File: src/rtl/prog_mod_cntr_pkg.sv
// Shared types and constants for the programmable-modulus counter.
package prog_mod_cntr_pkg;

  typedef enum logic {
    MODE_WRAP = 1'b0,
    MODE_SAT  = 1'b1
  } mode_e;

  localparam logic DIR_UP   = 1'b1;
  localparam logic DIR_DOWN = 1'b0;

  localparam int MIN_MOD = 2;

endpackage

File: src/rtl/prog_mod_cntr_wrap_stat.sv
// Saturating event counter: counts i_inc pulses, sticks at all-ones.
// Clear wins over a same-cycle increment.
module wrap_stat_cntr #(
  parameter int STAT_W = 16
) (
  input  logic              i_clk,
  input  logic              i_rst_n,
  input  logic              i_inc,
  input  logic              i_clr,
  output logic [STAT_W-1:0] o_cnt
);

  localparam logic [STAT_W-1:0] ONE = STAT_W'(1);

  logic [STAT_W-1:0] r_cnt;

  always_ff @(posedge i_clk or negedge i_rst_n) begin
    if (!i_rst_n) begin
      r_cnt <= '0;
    end else if (i_clr) begin
      r_cnt <= '0;
    end else if (i_inc && (r_cnt != '1)) begin
      r_cnt <= r_cnt + ONE;
    end
  end

  assign o_cnt = r_cnt;

endmodule

File: src/rtl/prog_mod_cntr.sv
// Up/down counter with runtime modulus (shadowed, applied at safe points),
// load, wrap/saturate modes, cascadable terminal count and wrap statistics.
module prog_mod_cntr
  import prog_mod_cntr_pkg::*;
#(
  parameter int WIDTH       = 8,
  parameter int DEFAULT_MOD = 6,
  parameter int STAT_W      = 16
) (
  input  logic              i_clk,
  input  logic              i_rst_n,
  input  logic              i_en,
  input  logic              i_up_down,
  input  logic              i_mode,
  input  logic              i_load,
  input  logic [WIDTH-1:0]  i_load_val,
  input  logic              i_mod_wr,
  input  logic [WIDTH-1:0]  i_mod_val,
  input  logic              i_clr,
  output logic [WIDTH-1:0]  o_Q,
  output logic              o_tc,
  output logic              o_wrap,
  output logic [WIDTH-1:0]  o_mod,
  output logic              o_mod_pend,
  output logic [STAT_W-1:0] o_wrap_cnt,
  output logic              o_err
);

  localparam logic [WIDTH-1:0] ONE = WIDTH'(1);

  mode_e            w_mode;
  logic [WIDTH-1:0] r_q;
  logic [WIDTH-1:0] r_mod;
  logic [WIDTH-1:0] r_pend_val;
  logic             r_pend_vld;
  logic             r_wrap;
  logic             r_err;

  logic [WIDTH-1:0] w_top;
  logic [WIDTH-1:0] w_mod_eff;
  logic [WIDTH-1:0] w_top_eff;
  logic [WIDTH-1:0] w_q_nxt;
  logic             w_at_top;
  logic             w_at_bot;
  logic             w_wrap_evt;
  logic             w_apply;
  logic             w_mod_ok;
  logic             w_err_set;

  assign w_mode   = mode_e'(i_mode);
  assign w_top    = r_mod - ONE;
  assign w_at_top = (r_q == w_top);
  assign w_at_bot = (r_q == '0);

  // Wrap detection uses the modulus currently in force; the destination of a
  // down-wrap uses the modulus being applied on this same edge.
  assign w_wrap_evt = i_en && !i_load && (w_mode == MODE_WRAP) &&
                      ((i_up_down == DIR_UP) ? w_at_top : w_at_bot);
  assign w_apply    = r_pend_vld && (i_load || !i_en || w_wrap_evt);
  assign w_mod_eff  = w_apply ? r_pend_val : r_mod;
  assign w_top_eff  = w_mod_eff - ONE;
  assign w_mod_ok   = (i_mod_val >= WIDTH'(MIN_MOD));

  always_comb begin
    w_q_nxt   = r_q;
    w_err_set = 1'b0;
    if (i_load) begin
      if (i_load_val < w_mod_eff) begin
        w_q_nxt = i_load_val;
      end else begin
        w_q_nxt   = w_top_eff;
        w_err_set = 1'b1;
      end
    end else if (i_en) begin
      if (i_up_down == DIR_UP) begin
        if (!w_at_top)                w_q_nxt = r_q + ONE;
        else if (w_mode == MODE_WRAP) w_q_nxt = '0;
      end else begin
        if (!w_at_bot)                w_q_nxt = r_q - ONE;
        else if (w_mode == MODE_WRAP) w_q_nxt = w_top_eff;
      end
    end else if (w_apply && (r_q >= w_mod_eff)) begin
      w_q_nxt = w_top_eff;
    end
    if (i_mod_wr && !w_mod_ok) w_err_set = 1'b1;
  end

  always_ff @(posedge i_clk or negedge i_rst_n) begin
    if (!i_rst_n) begin
      r_q        <= '0;
      r_mod      <= WIDTH'(DEFAULT_MOD);
      r_pend_val <= '0;
      r_pend_vld <= 1'b0;
      r_wrap     <= 1'b0;
      r_err      <= 1'b0;
    end else begin
      r_q    <= w_q_nxt;
      r_wrap <= w_wrap_evt;
      if (w_apply) r_mod <= r_pend_val;
      // A fresh write always lands in the shadow, even when the old one applies now.
      if (i_mod_wr && w_mod_ok) begin
        r_pend_val <= i_mod_val;
        r_pend_vld <= 1'b1;
      end else if (w_apply) begin
        r_pend_vld <= 1'b0;
      end
      if (i_clr)          r_err <= 1'b0;
      else if (w_err_set) r_err <= 1'b1;
    end
  end

  wrap_stat_cntr #(
    .STAT_W (STAT_W)
  ) u_wrap_stat (
    .i_clk   (i_clk),
    .i_rst_n (i_rst_n),
    .i_inc   (w_wrap_evt),
    .i_clr   (i_clr),
    .o_cnt   (o_wrap_cnt)
  );

  assign o_Q        = r_q;
  assign o_tc       = (i_up_down == DIR_UP) ? w_at_top : w_at_bot;
  assign o_wrap     = r_wrap;
  assign o_mod      = r_mod;
  assign o_mod_pend = r_pend_vld;
  assign o_err      = r_err;

endmodule

File: config.mk
export PLATFORM = sky130hd
export DESIGN_NAME = prog_mod_cntr
export DESIGN_NICKNAME = d
export VERILOG_FILES = /design/src/rtl/prog_mod_cntr_pkg.sv /design/src/rtl/prog_mod_cntr_wrap_stat.sv /design/src/rtl/prog_mod_cntr.sv
export SDC_FILE = /design/constraint.sdc
export NUM_CORES = 1
export LEC_CHECK = 0
export BUFFER_PORTS_ARGS = -buffer_cell sky130_fd_sc_hd__buf_4
export CAP_MARGIN = 30
export CELL_PAD_IN_SITES_DETAIL_PLACEMENT = 1
export CELL_PAD_IN_SITES_GLOBAL_PLACEMENT = 2
export CORE_ASPECT_RATIO = 1.5
export CORE_MARGIN = 8
export CORE_UTILIZATION = 33
export DETAILED_ROUTE_END_ITERATION = 7
export PLACE_DENSITY_LB_ADDON = 0.25
export RECOVER_POWER = 50
export SLEW_MARGIN = 10
export SYNTH_ARGS = -nofsm -noshare
export SYNTH_HDL_FRONTEND = slang
export SYNTH_SLANG_ARGS = --single-unit
File: constraint.sdc
create_clock -name i_clk -period 5.95 [get_ports i_clk]
set_clock_uncertainty 0.05 [all_clocks]
set_input_delay 0.2975 -clock i_clk [delete_from_list [all_inputs] [get_ports i_clk]]
set_output_delay 0.2975 -clock i_clk [all_outputs]
set_load 0.05 [all_outputs]
==> impl_metrics.env, run 1 <==
export IMPL_ys_flop_type="sky130_fd_sc_hd__dfrtp_1"
export IMPL_post_route_cells_drive_above_1_share_pct=14.8
export IMPL_nNetsFinal=500
export IMPL_worst_ep_required_time_ps=6070
export IMPL_violations_in_the_final_reports="max-capacitance violations, max-slew violations"
export IMPL_clock_tree_from_tritoncts="yes"
export IMPL_mappedNetlistNets=454
export IMPL_final_period_minus_worst_setup_slack_ps=5420
export IMPL_maximum_number_of_pins_on_one_net_before_global_route_repair=44
export IMPL_critPathMaxFanout=15
export IMPL_fin_setup_tns_ps=0
export IMPL_worst_slew_pin_transition_ps=2380
export IMPL_buffer_ports_inserted=59
export IMPL_yosys_warnings=0
export IMPL_max_cap_violations=1
export IMPL_worst_skew_pair_late_latency_ps=290
export IMPL_cellInternalPower_uw=796
export IMPL_synth_top_cells_by_area="sky130_fd_sc_hd__dfrtp_1, sky130_fd_sc_hd__ha_1, sky130_fd_sc_hd__nand2_1"
export IMPL_clock_root_buffer="sky130_fd_sc_hd__clkbuf_16"
export IMPL_vias_per_cell=5.68
export IMPL_critical_path_cell_chain="inv_1 -> ha_1 -> nor4b_1 -> a21oi_1 -> a2111o_1 -> a211o_1 -> nand2_1 -> nor2_1 -> a21oi_1 -> inv_1 -> ha_1 -> nor2b_1 -> a21oi_1 -> nand2_1 -> a311oi_1 -> o31a_1 -> mux2_2"
export IMPL_ir_worst_vdd_uv=161
export IMPL_cts_buffers=5
export IMPL_routed_via_count=3279
export IMPL_share_seq_of_total_power_pct=28.5
export IMPL_worstHoldPathType="input port to flop"
export IMPL_finalCritPeriodShare_pct=91.1
export IMPL_post_synth_num_cell_types=62
export IMPL_clkPwrFrac_pct=18.3
export IMPL_yosys_area_top_type="sky130_fd_sc_hd__dfrtp_1"
export IMPL_drt_first_pass_iters=4
export IMPL_clockBufferDepth=2
export IMPL_clock_fmax_ghz=0.185
export IMPL_dp_slack_ps=601
export IMPL_relSlewSlack_pct=-58.7
export IMPL_grt_use_total_pct=17.7
export IMPL_synth_seq_cells=43
export IMPL_floorplan_core_area_um2=10100
export IMPL_synth_largest_type_area_fraction_pct=30.1
export IMPL_post_synth_inst_count=414
export IMPL_worstSetupEndpointType="flop"
export IMPL_syn_area_um2=3410
export IMPL_drt_first_iter_violations=100
export IMPL_critical_path_n_buffers_inverters=2
export IMPL_place_hpwl_mm=9.48
export IMPL_critPathLaunch="o_Q[1]$_DFFE_PN0P_"
export IMPL_crit_path_start_kind="flop"
export IMPL_area_growth_synth_to_final_pct=17.3
export IMPL_hold_path_startpoint="i_mod_val[1]"
export IMPL_combinationalPowerShare_pct=53.2
export IMPL_sw_frac_of_total_pct=47.7
export IMPL_timing_final_ws_setup_ps=532
export IMPL_globalRouteOverflowTotal=0
export IMPL_arrival_time_at_the_worst_endpoint_ps=5540
export IMPL_synth_async_sr_flop_share_pct=100
export IMPL_wirelength_mm=11.9
export IMPL_gpl_final_weighted_congestion=0.815
export IMPL_finalHoldViolations=0
export IMPL_die_footprint_um2=13900
export IMPL_die_width_um=99.0
export IMPL_avgSynthCellArea_um2=8.23
export IMPL_synth_seq_area_share_pct=31.6
export IMPL_drt_drc_violations_left=0
export IMPL_synth_edf_count=0
export IMPL_grt_antenna_before_repair=0
export IMPL_grt_pass1_vias=3595
export IMPL_route_antenna_remaining_nets=0
export IMPL_design_portCount=60
export IMPL_initial_utilization_pct=33.8
export IMPL_finalSetupViolations=0
export IMPL_status="complete, but fails checks"
export IMPL_floorplan_rows=45
export IMPL_power_per_cell_area_nw_per_um2=380
export IMPL_timing_setup_critical_path_class="flop to flop"
export IMPL_cts_post_setup_buffers_inserted=0
export IMPL_critPathMostFrequentCell="sky130_fd_sc_hd__a21oi_1"
export IMPL_global_route_wire_length_before_repair_mm=19.0
export IMPL_tritoncts_sinks=43
export IMPL_die_height_um=140
export IMPL_p_switching_uw=726
export IMPL_final_max_slew_viol_count=44
export IMPL_crit_family="compound AO/OA/AOI/OAI gates"
export IMPL_clk_pin_slew_ps=60
export IMPL_route_detailed_wl_per_inst_um=20.7
export IMPL_leakagePower_uw=0.00172
export IMPL_rsz_0062_raised_after_global_routing="no"
export IMPL_slowest_stage_cell_on_the_critical_path="sky130_fd_sc_hd__o31a_1"
export IMPL_cpPeakStageDelay_ps=560
export IMPL_antenna_cells=0
export IMPL_worst_r2r_startpoint="o_Q[1]$_DFFE_PN0P_"
export IMPL_ctsHtreeMaxLevel=2
## repair_timing
action | 4_1_cts | 5_1_grt
resized for setup | 0 | 0
hold buffers | 1 | 0
endpoints found under the hold margin | 41 | 0
## power by group through the flow
stage	registers (uW)	clock network (uW)	logic, uW
after floorplan	524	0	457
after global placement	439	0	800
after detailed placement	440	0	812
after CTS	435	284	817
after global routing	443	295	875
final	434	278	810
## sequential cells by signal, summed over array words and instances (netlist names)
signal             flops
o_mod_pend             1
u_wrap_stat.o_cnt     16
o_err                  1
o_Q                    8
o_wrap                 1
r_pend_val             8
o_mod                  8
## stage by stage
stage / util, % / power, uW / cell area (um2) / std cells / hold slack (ps)
after global placement: 38.9 / 1240 / 3920 / 569 / 291
final: 39.7 / 1520 / 4000 / 577 / 149
after global routing: 39.7 / 1610 / 4000 / 577 / 163
after detailed placement: 38.9 / 1250 / 3920 / 569 / 299
after CTS: 40.4 / 1540 / 4070 / 577 / 149
after floorplan: - / 981 / 3410 / 414 / -48.1
## cells in the mapped netlist (3+ instances only)
| cell | instances |
|---|---|
| sky130_fd_sc_hd__o31ai_1 | 3 |
| sky130_fd_sc_hd__nand2b_1 | 7 |
| sky130_fd_sc_hd__mux2i_1 | 13 |
| sky130_fd_sc_hd__a221oi_1 | 5 |
| sky130_fd_sc_hd__nor4_1 | 3 |
| sky130_fd_sc_hd__a21oi_1 | 24 |
| sky130_fd_sc_hd__a211o_1 | 3 |
| sky130_fd_sc_hd__o22ai_1 | 3 |
| sky130_fd_sc_hd__clkbuf_1 | 19 |
| sky130_fd_sc_hd__a41oi_2 | 3 |
| sky130_fd_sc_hd__o21ai_1 | 3 |
| sky130_fd_sc_hd__or3_1 | 10 |
| sky130_fd_sc_hd__nand4_1 | 4 |
| sky130_fd_sc_hd__a31oi_1 | 4 |
| sky130_fd_sc_hd__nor2_1 | 39 |
| sky130_fd_sc_hd__and3_1 | 5 |
| sky130_fd_sc_hd__a21o_1 | 4 |
| sky130_fd_sc_hd__o21a_1 | 4 |
| sky130_fd_sc_hd__nand3_1 | 11 |
| sky130_fd_sc_hd__nand2_1 | 49 |
| sky130_fd_sc_hd__inv_1 | 17 |
| sky130_fd_sc_hd__o211ai_1 | 4 |
| sky130_fd_sc_hd__buf_2 | 5 |
| sky130_fd_sc_hd__mux2_2 | 3 |
| sky130_fd_sc_hd__xnor2_1 | 18 |
| sky130_fd_sc_hd__nor2b_1 | 6 |
| sky130_fd_sc_hd__xor2_1 | 10 |
| sky130_fd_sc_hd__dfrtp_1 | 41 |
| sky130_fd_sc_hd__ha_1 | 16 |
| sky130_fd_sc_hd__o21ai_0 | 19 |
| sky130_fd_sc_hd__nor3_1 | 15 |
| sky130_fd_sc_hd__a211oi_1 | 3 |
| sky130_fd_sc_hd__or4_1 | 3 |
## path summary, 6_finish.rpt
| kind | end | slack, ps | cells after the start |
|---|---|---|---|
| max in group asynchronous | o_Q[4]$_DFFE_PN0P_ | 3270 | 2 |
| hold / removal | r_pend_val[1]$_DFFE_PN0P_ | 150 | 3 |
| hold reg to reg | r_pend_val[7]$_DFFE_PN0P_ | 420 | 2 |
| min in group asynchronous | u_wrap_stat.o_cnt[5]$_DFFE_PN0P_ | 1220 | 2 |
| setup reg to reg | o_Q[3]$_DFFE_PN0P_ | 530 | 17 |
| setup / recovery | o_Q[3]$_DFFE_PN0P_ | 530 | 17 |
## logic make-up (layout without fill, tap and decap cells)
logic type      count (synthesis)  after routing  share of synthesized area, %
flops                          43             43                          31.6
fa+ha+maj                      16             16                          5.87
buf+inv                        44             90                          5.47
mux                            17             17                          5.14
compound gates                100            100                          20.4
xor+xnor                       29             29                          7.86
simple gates                  165            165                          23.6
## layout make-up
class | count | area, um2
clock buffer | 6 | 139
clock inverter | 1 | 5.00
timing repair buffer | 65 | 419
multi-input combinational | 327 | 2140
tap | 117 | 146
inverter | 18 | 67.6
fill | 1228 | 6080
sequential | 43 | 1080
## metal layers
| layer | vias to the layer above | wire length (um) | GRT usage [%] |
|---|---|---|---|
| li1 | 1567 | - | - |
| met1 | 1592 | 4570 | 18.1 |
| met2 | 90 | 6240 | 32.0 |
| met3 | 30 | 400 | 2.58 |
| met4 | 0 | 711 | 12.3 |
| met5 | - | 0 | 0 |
## worst min-delay path, stage by stage
cell,delay (ps)
sky130_fd_sc_hd__buf_4,80
sky130_fd_sc_hd__nand2_1,40
sky130_fd_sc_hd__nand2_1,40
## placed cells by master, fill, tap and decap left out, types with 4 or more instances in the layout
cell type / netlist / routed
sky130_fd_sc_hd__buf_4: 0 / 45
sky130_fd_sc_hd__xnor2_1: 18 / 18
sky130_fd_sc_hd__nor2_1: 39 / 39
sky130_fd_sc_hd__nand3_1: 11 / 11
sky130_fd_sc_hd__nand4_1: 4 / 4
sky130_fd_sc_hd__nand2_1: 49 / 49
sky130_fd_sc_hd__mux2i_1: 13 / 13
sky130_fd_sc_hd__nand2b_1: 7 / 7
sky130_fd_sc_hd__or3_1: 10 / 10
sky130_fd_sc_hd__o21a_1: 4 / 4
sky130_fd_sc_hd__xor2_1: 10 / 10
sky130_fd_sc_hd__clkbuf_16: 0 / 5
sky130_fd_sc_hd__a21oi_1: 24 / 24
sky130_fd_sc_hd__nor2b_1: 6 / 6
sky130_fd_sc_hd__o21ai_0: 19 / 19
sky130_fd_sc_hd__ha_1: 16 / 16
sky130_fd_sc_hd__dfrtp_1: 41 / 41
sky130_fd_sc_hd__o211ai_1: 4 / 4
sky130_fd_sc_hd__a21o_1: 4 / 4
sky130_fd_sc_hd__a31oi_1: 4 / 4
sky130_fd_sc_hd__a221oi_1: 5 / 5
sky130_fd_sc_hd__nor3_1: 15 / 15
sky130_fd_sc_hd__clkbuf_1: 19 / 19
sky130_fd_sc_hd__and3_1: 5 / 5
sky130_fd_sc_hd__inv_1: 17 / 17
Note: power is estimated with default switching activity, not from simulation.
==> run 2, diff against run 1 <==
--- a/config.mk
+++ b/config.mk
@@ -13,7 +13,7 @@
 export CORE_MARGIN = 8
 export CORE_UTILIZATION = 33
 export DETAILED_ROUTE_END_ITERATION = 7
-export PLACE_DENSITY_LB_ADDON = 0.25
+export PLACE_DENSITY_LB_ADDON = 0.1
 export RECOVER_POWER = 50
 export SLEW_MARGIN = 10
 export SYNTH_ARGS = -nofsm -noshare
==> impl_metrics.env, run 2 (synthesis gave the netlist of run 1 again) <==
export IMPL_status="complete, but fails checks"
export IMPL_violations_in_the_final_reports="max-capacitance violations, max-slew violations"
export IMPL_worst_skew_pair_late_latency_ps=290
export IMPL_fin_setup_tns_ps=0
export IMPL_antenna_cells=0
export IMPL_gpl_final_weighted_congestion=0.844
export IMPL_power_per_cell_area_nw_per_um2=378
export IMPL_holdPathEnd="r_pend_val[6]$_DFFE_PN0P_"
export IMPL_share_seq_of_total_power_pct=29.4
export IMPL_globalRouteOverflowTotal=0
export IMPL_critical_path_cell_chain="inv_1 -> ha_1 -> nor4b_1 -> a21oi_1 -> a2111o_1 -> a211o_1 -> nand2_1 -> buf_4 -> nor2_1 -> a21oi_1 -> inv_1 -> ha_1 -> nor2b_1 -> a21oi_1 -> nand2_1 -> a311oi_1 -> o31a_1 -> mux2_2"
export IMPL_critPathMostFrequentCell="sky130_fd_sc_hd__a21oi_1"
export IMPL_die_footprint_um2=13900
export IMPL_layout_cells_most_common="sky130_fd_sc_hd__nand2_1"
export IMPL_worstHoldPathType="input port to flop"
export IMPL_worst_r2r_startpoint="o_Q[1]$_DFFE_PN0P_"
export IMPL_global_route_wire_length_before_repair_mm=19.3
export IMPL_grt_antenna_before_repair=0
export IMPL_drt_first_pass_iters=4
export IMPL_cts_buffers=5
export IMPL_worstSetupEndpointType="flop"
export IMPL_combinationalPowerShare_pct=52.8
export IMPL_finalSetupViolations=0
export IMPL_wirelength_mm=12.0
export IMPL_global_route_peak_usage_layer="met2"
export IMPL_critPathMaxFanout=14
export IMPL_crit_family="compound AO/OA/AOI/OAI gates"
export IMPL_initial_utilization_pct=33.8
export IMPL_grtUsageMet1_pct=18.8
export IMPL_p_switching_uw=723
export IMPL_maximum_number_of_pins_on_one_net_before_global_route_repair=44
export IMPL_use_met2_pct=32.0
export IMPL_clk_pin_slew_ps=60
export IMPL_final_max_slew_viol_count=44
export IMPL_drt_drc_violations_left=0
export IMPL_sw_frac_of_total_pct=47.9
export IMPL_routed_via_count=3271
export IMPL_slowest_stage_cell_on_the_critical_path="sky130_fd_sc_hd__dfrtp_1"
export IMPL_worst_slew_pin_transition_ps=2510
export IMPL_cts_resized=0
export IMPL_finalCritPeriodShare_pct=90.5
export IMPL_place_hpwl_mm=9.44
export IMPL_relSlewSlack_pct=-67.3
export IMPL_vias_per_cell=5.66
export IMPL_ir_worst_vdd_uv=149
export IMPL_floorplan_rows=45
export IMPL_buffer_ports_inserted=59
export IMPL_cellInternalPower_uw=787
export IMPL_post_route_cells_drive_above_1_share_pct=14.3
export IMPL_grt_use_total_pct=17.8
export IMPL_die_height_um=140
export IMPL_finalCoreUtilization_pct=39.6
export IMPL_rsz_0062_raised_after_global_routing="no"
export IMPL_finalHoldViolations=0
export IMPL_design_portCount=60
export IMPL_clock_tree_from_tritoncts="yes"
export IMPL_global_route_met3_usage_pct=3.52
export IMPL_largest_register_ff_count=16
export IMPL_route_detailed_wl_per_inst_um=20.8
export IMPL_cts_post_setup_buffers_inserted=0
export IMPL_count_of_cells_along_the_worst_register_to_register_path=18
export IMPL_cpPeakStageDelay_ps=540
export IMPL_worstHoldPathCells=3
export IMPL_critical_path_n_buffers_inverters=3
export IMPL_drt_first_iter_violations=119
export IMPL_clock_root_buffer="sky130_fd_sc_hd__clkbuf_16"
export IMPL_route_antenna_remaining_nets=0
export IMPL_clockBufferDepth=2
export IMPL_die_width_um=99.0
export IMPL_worst_ep_required_time_ps=6080
export IMPL_tritoncts_sinks=43
export IMPL_clock_fmax_ghz=0.186
export IMPL_nNetsFinal=500
export IMPL_grt_pass1_vias=3574
export IMPL_clkPwrFrac_pct=17.9
export IMPL_hold_path_startpoint="i_mod_val[6]"
export IMPL_arrival_time_at_the_worst_endpoint_ps=5510
export IMPL_area_growth_synth_to_final_pct=17.1
export IMPL_final_cell_mix="sky130_fd_sc_hd__nand2_1, sky130_fd_sc_hd__buf_4, sky130_fd_sc_hd__dfrtp_1"
export IMPL_leakagePower_uw=0.00171
export IMPL_post_cts_hold_buffer_count=1
export IMPL_ctsHtreeMaxLevel=2
export IMPL_worst_reg_to_reg_setup_slack_ps=570
export IMPL_worst_r2r_endpoint="o_Q[3]$_DFFE_PN0P_"
export IMPL_max_cap_violations=1
export IMPL_timing_setup_critical_path_class="flop to flop"
export IMPL_floorplan_core_area_um2=10100
export IMPL_final_period_minus_worst_setup_slack_ps=5380
export IMPL_crit_path_start_kind="flop"
run 2: cell type report:
cell class | count | area, um2
Fill cell | 1218 | 6090
Multi-Input combinational cell | 327 | 2140
Sequential cell | 43 | 1080
Timing Repair Buffer | 65 | 419
Tap cell | 117 | 146
Clock buffer | 8 | 136
Inverter | 18 | 67.6
run 2: metrics by stage:
step | cells | worst slack [ps] | total power [uW] | hold WS, ps | instance area [um2]
2_1_floorplan | 414 | 833 | 981 | -48.1 | 3410
3_3_place_gp | 569 | 867 | 1240 | 297 | 3920
3_5_place_dp | 569 | 623 | 1250 | 301 | 3920
4_1_cts | 578 | 617 | 1530 | 154 | 4060
5_1_grt | 578 | 79.9 | 1610 | 159 | 3990
6_report | 578 | 565 | 1510 | 158 | 3990
run 2: worst min-delay path: cells and delay by family:
kind,cells,cell delay [ps]
buffers and inverters,1,80
and+or+nand+nor,2,80
run 2: layer usage:
layer | share of wire [%] | wire [um]
met5 | 0 | 0
met4 | 4.1 | 493
met3 | 4.4 | 530
met2 | 52 | 6290
met1 | 39 | 4720
run 2: worst max path at each step:
| stage | from | endpoint | slack [ps] | cells after the start |
|---|---|---|---|---|
| global route | o_Q[0]$_DFFE_PN0P_ | o_Q[3]$_DFFE_PN0P_ | 80 | 18 |
| detailed placement | o_Q[0]$_DFFE_PN0P_ | o_Q[3]$_DFFE_PN0P_ | 620 | 18 |
| CTS | o_Q[0]$_DFFE_PN0P_ | o_Q[3]$_DFFE_PN0P_ | 620 | 18 |
| floorplan | o_mod[0]$_DFF_PN0_ | o_Q[2]$_DFFE_PN0P_ | 830 | 18 |
| finish | o_Q[1]$_DFFE_PN0P_ | o_Q[3]$_DFFE_PN0P_ | 570 | 18 |
| global placement | o_Q[0]$_DFFE_PN0P_ | o_Q[3]$_DFFE_PN0P_ | 870 | 18 |
run 2: power groups by stage:
stage	Clock [uW]	Sequential, uW	Combinational [uW]
6_report	270	443	797
5_1_grt	288	453	867
4_1_cts	279	444	802
3_5_place_dp	0	450	797
3_3_place_gp	0	445	795
2_1_floorplan	0	524	457
